[config.mk]
export PLATFORM = sky130hd
export DESIGN_NAME = alu_ctrl_pipe
export DESIGN_NICKNAME = d
export VERILOG_FILES = /design/src/rtl/alu_ctrl_pkg.sv /design/src/rtl/alu_ctrl_decode.sv /design/src/rtl/alu_ctrl_pipe.sv
export SDC_FILE = /design/constraint.sdc
export NUM_CORES = 1
export LEC_CHECK = 0
export CORE_MARGIN = 1
export CORE_UTILIZATION = 40
export DETAILED_ROUTE_END_ITERATION = 10
export HOLD_SLACK_MARGIN = 0.02
export PLACE_DENSITY = 0.76
export RECOVER_POWER = 50
export SYNTH_ARGS = -nofsm -noshare
export SYNTH_HDL_FRONTEND = slang
export SYNTH_SLANG_ARGS = --single-unit
[constraint.sdc]
create_clock -name clk -period 1.6 [get_ports clk]
set_clock_uncertainty 0.2 [all_clocks]
set_input_delay 0.4 -clock clk [delete_from_list [all_inputs] [get_ports clk]]
set_output_delay 0.4 -clock clk [all_outputs]
set_load 0.005 [all_outputs]
[src/rtl/alu_ctrl_pkg.sv]
// alu_ctrl_pkg: shared ALU control codes, aluop class constants and FSM state encoding
//   Imported by alu_ctrl_decode and alu_ctrl_pipe; no ports.
package alu_ctrl_pkg;
    localparam logic [2:0] ALU_AND = 3'b000;
    localparam logic [2:0] ALU_OR  = 3'b001;
    localparam logic [2:0] ALU_ADD = 3'b010;
    localparam logic [2:0] ALU_SLL = 3'b011;
    localparam logic [2:0] ALU_SUB = 3'b110;
    localparam logic [2:0] ALU_SLT = 3'b111;

    localparam logic [2:0] OP_BR   = 3'b001;
    localparam logic [2:0] OP_BR2  = 3'b101;
    localparam logic [2:0] OP_ANDI = 3'b100;

    typedef enum logic [0:0] {ST_IDLE = 1'b0, ST_JMOR = 1'b1} state_t;
endpackage

[src/rtl/alu_ctrl_decode.sv]
// alu_ctrl_decode: combinational decode of aluop/funct into an ALU control code
//   aluop   in  class from main decoder (bit3 = mem, bits2:0 = class)
//   funct   in  R-type function code, only bits 5:0 decoded
//   ctl     out ALU control code (OR for the first jmor beat)
//   is_jmor out funct selects the multi-beat jmor sequence
//   illegal out undefined R-type funct (ctl = ADD)
//   ALUCTL_SHIFT_EN defined: funct 000000 decodes to SLL, otherwise to ADD.
module alu_ctrl_decode
    import alu_ctrl_pkg::*;
#(
    parameter int ALUOP_W = 4,
    parameter int FUNCT_W = 6,
    parameter int CTL_W = 3,
    parameter logic [5:0] JMOR_FUNCT = 6'b100110
) (
    input  logic [ALUOP_W-1:0] aluop,
    input  logic [FUNCT_W-1:0] funct,
    output logic [CTL_W-1:0]   ctl,
    output logic               is_jmor,
    output logic               illegal
);
`ifdef ALUCTL_SHIFT_EN
    localparam logic [2:0] ZERO_CTL = ALU_SLL;
`else
    localparam logic [2:0] ZERO_CTL = ALU_ADD;
`endif
    logic [5:0] f;
    logic [2:0] c;
    assign f = funct[5:0];
    assign ctl = CTL_W'(c);
    always_comb begin
        c = ALU_ADD;
        is_jmor = 1'b0;
        illegal = 1'b0;
        if (aluop[3]) c = ALU_ADD;
        else if (aluop[2:0] == OP_BR2 || aluop[2:0] == OP_BR) c = ALU_SUB;
        else if (aluop[2:0] == OP_ANDI) c = ALU_AND;
        else if (aluop[1]) begin
            if (f == JMOR_FUNCT) begin
                c = ALU_OR;
                is_jmor = 1'b1;
            end
            else if (f == 6'b000000) c = ZERO_CTL;
            else if (f[2] & f[0]) c = ALU_OR;
            else if (f[2]) c = ALU_AND;
            else if (f[1]) c = f[3] ? ALU_SLT : ALU_SUB;
            else if (f[3:0] == 4'b0000) c = ALU_ADD;
            else illegal = 1'b1;
        end
    end
endmodule

[src/rtl/alu_ctrl_pipe.sv]
// alu_ctrl_pipe: registered, handshaked ALU-control stage with multi-beat jmor sequencing
//   clk, rst_n          clock, asynchronous active-low reset
//   in_valid/in_ready   input handshake; aluop/funct sampled on accept
//   out_valid/out_ready output handshake; outputs held while stalled
//   gout                ALU control code
//   jmorsig             beat belongs to a jmor
//   last                final beat of the instruction
//   illegal             undefined R-type funct (gout = ADD)
//   ALUCTL_SHIFT_EN (in alu_ctrl_decode) enables SLL decode of funct 000000.
module alu_ctrl_pipe
    import alu_ctrl_pkg::*;
#(
    parameter int ALUOP_W = 4,
    parameter int FUNCT_W = 6,
    parameter int CTL_W = 3,
    parameter logic [5:0] JMOR_FUNCT = 6'b100110,
    parameter int JMOR_BEATS = 2
) (
    input  logic               clk,
    input  logic               rst_n,
    input  logic               in_valid,
    output logic               in_ready,
    input  logic [ALUOP_W-1:0] aluop,
    input  logic [FUNCT_W-1:0] funct,
    output logic               out_valid,
    input  logic               out_ready,
    output logic [CTL_W-1:0]   gout,
    output logic               jmorsig,
    output logic               last,
    output logic               illegal
);
    localparam int CNT_W = $clog2(JMOR_BEATS);

    state_t state, state_n;
    logic [CNT_W-1:0] cnt, cnt_n;
    logic [CTL_W-1:0] d_ctl, gout_n;
    logic d_jmor, d_ill, valid_n, jmor_n, last_n, ill_n;
    logic accept, consume, beat_last;

    alu_ctrl_decode #(
        .ALUOP_W(ALUOP_W),
        .FUNCT_W(FUNCT_W),
        .CTL_W(CTL_W),
        .JMOR_FUNCT(JMOR_FUNCT)
    ) u_dec (
        .aluop(aluop),
        .funct(funct),
        .ctl(d_ctl),
        .is_jmor(d_jmor),
        .illegal(d_ill)
    );

    assign in_ready = (state == ST_IDLE) & (~out_valid | out_ready);
    assign accept = in_valid & in_ready;
    assign consume = out_valid & out_ready;
    // cnt indexes the beat to emit once the current one is consumed
    assign beat_last = cnt == CNT_W'(JMOR_BEATS - 1);

    always_ff @(posedge clk or negedge rst_n) begin
        if (!rst_n) begin
            state <= ST_IDLE;
            cnt <= '0;
            out_valid <= 1'b0;
            gout <= CTL_W'(ALU_ADD);
            jmorsig <= 1'b0;
            last <= 1'b0;
            illegal <= 1'b0;
        end else begin
            state <= state_n;
            cnt <= cnt_n;
            out_valid <= valid_n;
            gout <= gout_n;
            jmorsig <= jmor_n;
            last <= last_n;
            illegal <= ill_n;
        end
    end

    always_comb begin
        state_n = state;
        if (accept && d_jmor) state_n = ST_JMOR;
        else if (state == ST_JMOR && consume && last) state_n = ST_IDLE;
    end

    always_comb begin
        valid_n = out_valid;
        gout_n = gout;
        jmor_n = jmorsig;
        last_n = last;
        ill_n = illegal;
        cnt_n = cnt;
        if (accept) begin
            valid_n = 1'b1;
            gout_n = d_ctl;
            jmor_n = d_jmor;
            last_n = ~d_jmor;
            ill_n = d_ill;
            cnt_n = CNT_W'(1);
        end else if (consume && state == ST_JMOR && !last) begin
            gout_n = beat_last ? CTL_W'(ALU_ADD) : CTL_W'(ALU_OR);
            last_n = beat_last;
            cnt_n = beat_last ? cnt : cnt + CNT_W'(1);
        end else if (consume) begin
            valid_n = 1'b0;
            jmor_n = 1'b0;
            last_n = 1'b0;
            ill_n = 1'b0;
        end
    end
endmodule
* Word-level counts from Yosys, hierarchy flattened
Cells that the tools add are included.
** Word-level totals
- Register bits after elaboration :: 9
- Input bits :: 14
** Operators by class
- $add $sub $neg :: 1
- Eq/ne operators :: 5
- Multiplexer cells :: 40
- Bitwise operators :: 8
- Reductions and logical operators :: 13
** Operators with widths (number)
- two-way mux 3 bit :: 11
- two-way mux 1 bit :: 28
- equality test 3 bit, second input constant :: 2
- equality test 6 bit, second input constant :: 1
- logical NOT 6 bit :: 1
- nonzero test 2 bit :: 3
- bitwise AND 1 bit :: 4
- logical AND 1 bit :: 4
- logical NOT 4 bit :: 1
- equality test 3 x 1 -> 1 bit, second input constant :: 1
- NOT 1 bit :: 3
- nonzero test 3 bit :: 1
- two-way mux 2 bit :: 1
- != test 2 bit, second input constant :: 1
- AND reduction 2 bit :: 1
- adder 1 bit, second input constant :: 1
- logical NOT 1 bit :: 1
- logical OR 1 bit :: 1
- bitwise OR 1 bit :: 1

* Logic depth before layout (Yosys ltp)
Gate-level depths: netlist of the first run.
- Word-level depth :: 12
- Gate-level depth with buffers :: 4
- Gate-level depth less buffers :: 4

* Cells and area by module
A second synthesis of the first run with hierarchy kept.
** Unflattened totals
- Cells, all modules :: 53
- Area, all modules :: 520.5 sq um
** By module, submodules not included
- alu_ctrl_pipe :: times used 1, cells an instance 38, area each 429.2 sq um, sequential area each 226.5 sq um
- alu_ctrl_decode :: times used 1, cells an instance 15, area each 91.3 sq um, sequential area each 0.0 sq um

* Worst setup path before layout of the first run
No wires, ideal clock.
- Kind :: register to register
- From :: register state
- To :: register last
- Library setup time :: 0.133 ns
- Arrival :: 1.093 ns
- Setup slack :: 0.174 ns
- Stages on the path, launching flop included :: 5
- Cell sequence :: dfrtp_1 > nor2b_4 > nand4b_4 > nor4_4 > o32ai_1
** Between the ends
- Longest elaborated chain between the ends :: 4
- Elaborated cells on any way between the ends :: 8
** Ends and longest elaborated chain
- from (decl) :: line alu_ctrl_pipe.sv:34 : state_t state, state_n;
- from (signal assigned) :: line alu_ctrl_pipe.sv:69 : state <= state_n;
- NOT 1 bit / logical AND 1 bit (equally long branches) :: line alu_ctrl_pipe.sv:53, alu_ctrl_pipe.sv:99
- bitwise AND 1 bit / logical AND 1 bit (equally long branches) :: line alu_ctrl_pipe.sv:53, alu_ctrl_pipe.sv:99
- bitwise AND 1 bit / two-way mux 1 bit (equally long branches) :: line alu_ctrl_pipe.sv:54, alu_ctrl_pipe.sv:99
- nonzero test 3 bit (no line) / two-way mux 1 bit (equally long branches)
- to (signal assigned) :: line alu_ctrl_pipe.sv:74 : last <= last_n;
- to (decl) :: line alu_ctrl_pipe.sv:29 : output logic last,
Several ways; a longest one is shown, not always the timed one.
A chain may end at the register's enable or synchronous reset.

* Worst setup path after layout of the first run
- From :: register out_valid
- To :: output port in_ready
** Between the ends
- Longest elaborated chain between the ends :: 3
** Ends and longest elaborated chain
- from (decl) :: line alu_ctrl_pipe.sv:25 : output logic out_valid,
- from (signal assigned) :: line alu_ctrl_pipe.sv:71 : out_valid <= valid_n;
- NOT 1 bit :: line alu_ctrl_pipe.sv:53 : assign in_ready = (state == ST_IDLE) & (~out_valid | out_ready);
- bitwise OR 1 bit :: line alu_ctrl_pipe.sv:53
- bitwise AND 1 bit :: line alu_ctrl_pipe.sv:53
- to (decl) :: line alu_ctrl_pipe.sv:22 : output logic in_ready,
No other way between the ends.

==> results of run 1 <==
## layer usage
| metal | wire length, um | part of all wire | GRT usage | vias up |
|---|---|---|---|---|
| met2 | 975 | 0.51 | 0.470 | 29 |
| met3 | 111 | 0.058 | 0.0407 | 2 |
| li1 | - | - | - | 283 |
| met1 | 805 | 0.42 | 0.294 | 309 |
| met5 | 0 | 0 | 0 | - |
| met4 | 21 | 0.011 | 0.161 | 0 |
## final cells by class
| type | instances | area share |
|---|---|---|
| tap | 14 | 0.0181 |
| clock buffer | 3 | 0.0232 |
| inverter | 4 | 0.0155 |
| timing repair buffer | 41 | 0.359 |
| sequential | 9 | 0.234 |
| clock inverter | 1 | 0.00516 |
| multi-input combinational | 38 | 0.346 |
## worst paths after layout
check                      slack [ps]  cells past startpoint                    end             startpoint
setup / recovery                  -60                      4               in_ready  out_valid$_DFFE_PN0P_
hold / removal                    290                      1    jmorsig$_DFFE_PN0P_    jmorsig$_DFFE_PN0P_
setup reg to reg                    0                      7      state$_DFFE_PN0P_  out_valid$_DFFE_PN0P_
hold reg to reg                   290                      1    jmorsig$_DFFE_PN0P_    jmorsig$_DFFE_PN0P_
max in group asynchronous         560                      1    gout[1]$_DFFE_PN1P_                  rst_n
min in group asynchronous         300                      1  beat_last$_DFFE_PN0P_                  rst_n
## cells by family after synthesis
group,after synthesis
AO/OA/AOI/OAI,14
buffers and inverters,4
flip-flops,9
AND/OR/NAND/NOR,24
## state kept, by name, indices dropped and copies added (netlist names)
register	flops
beat_last	1
last	1
jmorsig	1
gout	3
illegal	1
out_valid	1
state	1
## timing repair
item	4_1_cts	5_1_grt
endpoints found under the setup margin	13	9
setup buffers	5	2
resized for setup	19	10
pin swaps	4	2
## power breakdown
part / internal [mW] / switching, mW / leakage [nW]
clock: 0.0928 / 0.108 / 0.0177
combinational: 0.174 / 0.134 / 0.391
sequential: 0.251 / 0.0133 / 0.110
## worst register-to-register path, delay by kind of cell, from the launching register on
kind	cells	cell delay, ps
simple gates	3	460
buf+inv	3	430
flops	1	390
compound gates	1	90
## synthesized netlist by cell type (2+ instances only)
cell     n
a21o_1   2
a21oi_1  3
dfrtp_1  8
inv_1    4
nand2_1  6
nand3_1  2
nor2_1   7
nor2b_1  2
o22ai_1  2
## through the flow
stage               setup WS (ps)  std cells
floorplan                     174         51
global placement             -599         99
detailed placement           -628         99
CTS                         -89.2        108
global route                 -121        110
finish                      -64.4        110
==> out/metrics.cfg, run 1 <==
[status]
status=finished with violations
violations=negative setup slack

[clock_tree]
cts_tree=done
htree_levels=1
ctsHoldBuffers=0
cts_inserted_buffers=3
clock_sinks=9
cts-root-buf=clkbuf_4
cts_buffer_depth=2
clkTransAtPathRegs_ps=80
insertion_delay_ps=280

[final_layout]
postLayoutCellArea_sq_um=970
fill_cells=73
seqCellArea_sq_um=226
final_cell_mix=17 x buf_4, 10 x clkdlybuf4s50_1, 8 x dfrtp_1
drive_gt1_frac=0.406
final_common_cell=buf_4
final_nets=111
area_growth_syn_to_layout_pct=85.4
multi_input_area_sq_um=335
diodes=0
final_util=0.839

[synthesis]
synthAdderAreaFrac=0
yosysSeqAreaShare=0.433
synth_top_family_by_area=simple AND/OR/NAND/NOR gates
synth_top_cell_area_share=0.383
postSynthCellCount=51
yosysTopAreaCell=dfrtp_1
synthSimpleGateAreaFrac=0.328
synth_compound_area_frac=0.211
synth_cell_types=24
async_flop_share=1.00
ys_seq_elements=9
synth_mux_area_frac=0
synth_ff_type=dfrtp_1
synth.avg_cell_area_sq_um=10.3
synth_warnings=0
synthesis.nets=65
netlist_area_sq_um=523
synthXorXnorAreaFrac=0
synth.area.top_cells=dfrtp_1 38%, dfstp_2 5.0%, nor2_1 5.0%, nand4b_4 4.5%, nand2_1 4.3%
synth_edf_count=0

[sta]
post-route-min-period_ps=1660
slew_headroom=0.692
worst_pin_slew_ps=460
setup_viol=3
max_freq_mhz=601
whs_ps=289
period_share=1.04
finalMaxSlewViolations=0
hold_viol_final=0
rsz0062_at_grt=yes
setup_slack_ps=-64.4
fin_tns_setup_ps=-82.4

[hold_path]
hold_path_class=flop to flop

[setup_path]
crit_path_end_kind=output pin
worstPathBufferInverterCount=2
crit_required_ps=1000
crit_path_start_kind=flop
critical_path.top_delay_family=flip-flops
cp.arrival_ps=1060
path_cells=buf_6, nand2b_4, nor2b_4, buf_2
cp_slowest_stage_delay_ps=390
crit_slowest_cell=dfrtp_1
cp_max_fo=2
path_class=flop to output pin

[drt]
postRouteWirelength_mm=1.91
first_iter_violations=11
drc=0
num_vias=623
ant_nets=0
via_per_inst=5.66
wire_per_inst_um=17.4
first_pass_iters=4

[place]
place_area_sq_um=848
hpwlAfterDp_mm=1.21
place_congestion=0.760
io_buffer_count=21

[power_and_ir_drop]
vdd_ir_drop_max_v=0.000732
power_density_nw_per_um2=798
finalPower_mw=0.774
leakage_nw=0.519

[die]
row_count=12
start_util=0.452
die_w_um=38.2
core_area_sq_um=1160
die_h_um=38.2
die_area_sq_um=1460
io_pins=22

[global_routing]
antenna_found_initial=0
grt_pass1_vias=600
grt_pass1_wl_mm=2.60
grt_max_degree=10
gr-total-overflow=0
track_usage=0.266

[run]
drv_cap=0

No activity file was read; power rests on OpenSTA's default activity.
==> inputs of run 2 (changes only) <==
--- a/config.mk
+++ b/config.mk
@@ -9,6 +9,7 @@
 export CORE_UTILIZATION = 40
 export DETAILED_ROUTE_END_ITERATION = 10
 export HOLD_SLACK_MARGIN = 0.02
+export MAX_ROUTING_LAYER = met4
 export PLACE_DENSITY = 0.76
 export RECOVER_POWER = 50
 export SYNTH_ARGS = -nofsm -noshare
==> out/metrics.cfg, run 2 (synthesis results as in run 1) <==
[sta]
period_share=1.04  ; about the same
worst_pin_slew_ps=456  ; -4.53 ps
post-route-min-period_ps=1670  ; +1.58 ps
max_freq_mhz=600  ; about the same
rsz0062_at_grt=yes
slew_headroom=0.695  ; +0.00303
finalMaxSlewViolations=0  ; unchanged
hold_viol_final=0  ; unchanged
whs_ps=294  ; +5.29 ps
setup_slack_ps=-65.9  ; -1.58 ps
setup_viol=2  ; -1
fin_tns_setup_ps=-79.5  ; +2.92 ps

[place]
place_area_sq_um=848  ; unchanged
dp_cells=99  ; unchanged
io_buffer_count=21  ; unchanged
hpwlAfterDp_mm=1.21  ; unchanged
place_congestion=0.770  ; +1.3%
place_ws_ps=-628  ; unchanged

[setup_path]
cp_max_fo=2  ; unchanged
path_cells=buf_6, nand2b_4, nor2b_4, buf_2
r2r.worst_path.cells=7  ; unchanged
cp_slowest_stage_delay_ps=390  ; about the same
r2r_start=out_valid$_DFFE_PN0P_
worstPathBufferInverterCount=2  ; unchanged
crit_required_ps=1000  ; about the same
crit_path_start_kind=flop
r2r-end=state$_DFFE_PN0P_
critical_path.top_delay_family=flip-flops
path_class=flop to output pin
crit_path_end_kind=output pin
rrSetupSlack_ps=0  ; unchanged
crit_slowest_cell=dfrtp_1
cp.arrival_ps=1070  ; about the same

[clock_tree]
cts-root-buf=clkbuf_4
ctsHoldBuffers=0  ; unchanged
clkTransAtPathRegs_ps=80  ; about the same
cts_inserted_buffers=3  ; unchanged
cts_tree=done
htree_levels=1  ; unchanged
insertion_delay_ps=280  ; about the same
cts_buffer_depth=2  ; unchanged
clock_sinks=9  ; unchanged

[global_routing]
grt_pass1_wl_mm=2.59  ; -0.54%
grt_pass1_vias=602  ; +0.33%
grt_max_degree=10  ; unchanged
antenna_found_initial=0  ; unchanged
gr-total-overflow=0  ; unchanged
track_usage=0.271  ; +0.00545

[final_layout]
seqCellArea_sq_um=226  ; unchanged
fill_cells=73  ; unchanged
postLayoutCellArea_sq_um=970  ; unchanged
multi_input_area_sq_um=335  ; unchanged
largest_reg_flops=3  ; unchanged
final_util=0.839  ; unchanged
drive_gt1_frac=0.406  ; unchanged
final_nets=111  ; unchanged
largest_register=gout
area_growth_syn_to_layout_pct=85.4  ; unchanged
final_common_cell=buf_4
diodes=0  ; unchanged
final_cell_mix=17 x buf_4, 10 x clkdlybuf4s50_1, 8 x dfrtp_1
stdcell_count=110  ; unchanged

[drt]
ant_nets=0  ; unchanged
drc=0  ; unchanged
first_iter_violations=14  ; +3
first_pass_iters=4  ; unchanged
postRouteWirelength_mm=1.88  ; -1.8%
num_vias=604  ; -3.0%
wire_per_inst_um=17.1  ; -1.8%
via_per_inst=5.49  ; -3.0%

[status]
violations=negative setup slack
status=finished with violations

[die]
die_area_sq_um=1460  ; unchanged
io_pins=22  ; unchanged
die_h_um=38.2  ; unchanged
row_count=12  ; unchanged
die_w_um=38.2  ; unchanged
core_area_sq_um=1160  ; unchanged
start_util=0.452  ; unchanged

[hold_path]
hold_path_class=primary input to asynchronous set/reset pin

[power_and_ir_drop]
finalPower_mw=0.772  ; -0.23%
leakage_nw=0.519  ; unchanged
vdd_ir_drop_max_v=0.000728  ; -0.55%
power_density_nw_per_um2=796  ; -0.23%

[run]
drv_cap=0  ; unchanged

## run 2: cell counts in the layout (fill, tap and decap cells not counted)
No cell type changed its count.
## run 2: cell type report
class | instances | area share
repair buffers | 41 | 0.359
multi-input cells | 38 | 0.346
flip-flops and latches | 9 | 0.234
clock buffers | 3 | 0.0232
well taps | 14 | 0.0181
inverters | 4 | 0.0155
clock inverters | 1 | 0.00516
## run 2: worst max path at each step
stage | startpoint | depth (start not counted) | end
final | out_valid$_DFFE_PN0P_ | 4 | in_ready
after global routing | out_valid$_DFFE_PN0P_ | 7 | gout[1]$_DFFE_PN1P_
after CTS | out_valid$_DFFE_PN0P_ | 4 | in_ready
after detailed placement | out_ready | 4 | in_ready
after global placement | out_ready | 4 | in_ready
after floorplan | state$_DFFE_PN0P_ | 4 | last$_DFFE_PN0P_
## run 2: timing repair
| action | in CTS | in global routing |
|---|---|---|
| pin swaps | 4 | 2 |
| gates resized for setup | 19 | 10 |
| hold endpoints to repair | 0 | 0 |
| buffers inserted | 5 | 2 |
| setup endpoints to repair | 13 | 9 |
## run 2: metal layers
metal,track usage,part of all wire,vias to the layer above
met1,0.290,0.42,295
met2,0.470,0.52,24
met4,0.161,0.011,0
met3,0.0407,0.045,2
met5,-,0,-
li1,-,-,283
## run 2: where the power goes
group | total, mW | switching (mW) | leakage, nW | internal, mW
Sequential | 0.265 | 0.0134 | 0.110 | 0.251
Clock | 0.200 | 0.107 | 0.0177 | 0.0928
Combinational | 0.307 | 0.133 | 0.391 | 0.174
Total | 0.772 | 0.254 | 0.519 | 0.518
==> inputs of run 3 (changes only) <==
--- a/config.mk
+++ b/config.mk
@@ -5,10 +5,9 @@
 export SDC_FILE = /design/constraint.sdc
 export NUM_CORES = 1
 export LEC_CHECK = 0
-export CORE_MARGIN = 1
+export CORE_MARGIN = 5
 export CORE_UTILIZATION = 40
 export DETAILED_ROUTE_END_ITERATION = 10
-export HOLD_SLACK_MARGIN = 0.02
 export MAX_ROUTING_LAYER = met4
 export PLACE_DENSITY = 0.76
 export RECOVER_POWER = 50
==> out/metrics.cfg, run 3 (synthesis results as in run 1) <==
[final_layout]
final_nets=109  ; -1.8%
area_growth_syn_to_layout_pct=78.0
final_cell_mix=14 x buf_4, 10 x clkdlybuf4s50_1, 8 x dfrtp_1
largest_register=gout
final_util=0.734  ; -0.105
diodes=0  ; unchanged
largest_reg_flops=3  ; unchanged
postLayoutCellArea_sq_um=931  ; -4.0%
drive_gt1_frac=0.372  ; -0.0339
final_common_cell=buf_4

[global_routing]
antenna_found_initial=0  ; unchanged
grt_max_degree=10  ; unchanged
track_usage=0.161  ; -0.111
grt_pass1_wl_mm=2.26  ; -13%
grt_pass1_vias=521  ; -13%
gr-total-overflow=0  ; unchanged

[drt]
wirelength_met1_um=606  ; -24%
wl_met3_um=74  ; -13%
first_iter_violations=6  ; -8
drc=0  ; unchanged
via_per_inst=5.05  ; -8.1%
wire_per_inst_um=12.9  ; -25%
postRouteWirelength_mm=1.40  ; -25%
ant_nets=0  ; unchanged
first_pass_iters=4  ; unchanged
top_layer_used=met4
num_vias=550  ; -8.9%
dr_wl_met2_um=674  ; -31%

[sta]
period_share=1.04  ; about the same
finalMaxSlewViolations=0  ; unchanged
rsz0062_at_grt=yes
max_freq_mhz=600  ; about the same
slew_headroom=0.724  ; +0.0290
setup_viol=3  ; +1
setup_slack_ps=-66.4  ; -0.451 ps
fin_tns_setup_ps=-131  ; -51.1 ps
worst_pin_slew_ps=412  ; -43.4 ps
hold_viol_final=0  ; unchanged
post-route-min-period_ps=1670  ; +0.451 ps

[setup_path]
cp_slowest_stage_delay_ps=390  ; about the same
worstPathBufferInverterCount=2  ; unchanged
path_cells=buf_6, nand2b_4, nor2b_4, buf_2
cp.arrival_ps=1070  ; about the same
path_class=flop to output pin
crit_path_start_kind=flop
crit_path_end_kind=output pin
cp_max_fo=2  ; unchanged
crit_required_ps=1000  ; about the same
critical_path.top_delay_family=flip-flops
crit_slowest_cell=dfrtp_1

[run]
drv_cap=0  ; unchanged

[clock_tree]
ctsHoldBuffers=0  ; unchanged
clkTransAtPathRegs_ps=70  ; about the same
htree_levels=1  ; unchanged
cts-root-buf=clkbuf_4
cts_inserted_buffers=3  ; unchanged
insertion_delay_ps=270  ; about the same
cts_buffer_depth=2  ; unchanged
clock_sinks=9  ; unchanged
cts_tree=done

[place]
hpwlAfterDp_mm=1.02  ; -16%
place_congestion=0.741  ; -3.7%
io_buffer_count=21  ; unchanged
place_area_sq_um=842  ; -0.74%

[power_and_ir_drop]
vdd_ir_drop_max_v=0.000808  ; +11%
leakage_nw=0.500  ; -3.5%
finalPower_mw=0.730  ; -5.5%
power_density_nw_per_um2=784  ; -1.6%

[die]
core_area_sq_um=1270  ; +9.7%
die_w_um=46.2  ; +21%
row_count=13  ; +1
die_area_sq_um=2130  ; +46%
die_h_um=46.2  ; +21%
io_pins=22  ; unchanged
start_util=0.412  ; -0.0402

[status]
status=finished with violations
violations=negative setup slack

[hold_path]
hold_path_class=flop to flop

-- run 3: path summary, 6_finish.rpt --
kind                                       start             endpoint  slack (ps)  cells past startpoint
setup / recovery           out_valid$_DFFE_PN0P_             in_ready         -70                      4
min in group asynchronous                  rst_n  jmorsig$_DFFE_PN0P_         290                      1
setup reg to reg               state$_DFFE_PN0P_     last$_DFFE_PN0P_          10                      5
max in group asynchronous                  rst_n  gout[1]$_DFFE_PN1P_         590                      1
hold reg to reg              jmorsig$_DFFE_PN0P_  jmorsig$_DFFE_PN0P_         280                      1
hold / removal               jmorsig$_DFFE_PN0P_  jmorsig$_DFFE_PN0P_         280                      1
-- run 3: cell type report --
class                           count  area [sq um]
Multi-Input combinational cell     38           303
Fill cell                          97           338
Sequential cell                     9           226
Inverter                            4          15.0
Clock buffer                        3          22.5
Clock inverter                      1          5.00
Timing Repair Buffer               39           340
Tap cell                           15          18.8
-- run 3: repair_timing --
item / 4_1_cts / 5_1_grt
gates resized for setup: 20 / 7
buffers inserted: 5 / 2
pin swaps: 1 / 2
endpoints found under the setup margin: 13 / 6
-- run 3: layer usage --
layer | GRT usage | vias to the layer above
met5 | - | -
met4 | 0.119 | 0
met3 | 0.0469 | 4
met2 | 0.212 | 17
met1 | 0.203 | 255
li1 | - | 274
-- run 3: report_power, final --
part,internal (mW),switching (mW),total [mW],leakage [nW]
logic,0.167,0.114,0.280,0.373
registers,0.251,0.0123,0.264,0.110
clock network,0.0927,0.0931,0.186,0.0177
total,0.511,0.219,0.730,0.500
-- run 3: through the flow --
stage | hold WS, ps | worst slack (ps) | std cells
after floorplan | -95.6 | 174 | 51
after global placement | 264 | -606 | 99
after detailed placement | 269 | -638 | 99
after CTS | 237 | -87.9 | 108
after global routing | 289 | -128 | 109
final | 275 | -66.4 | 109
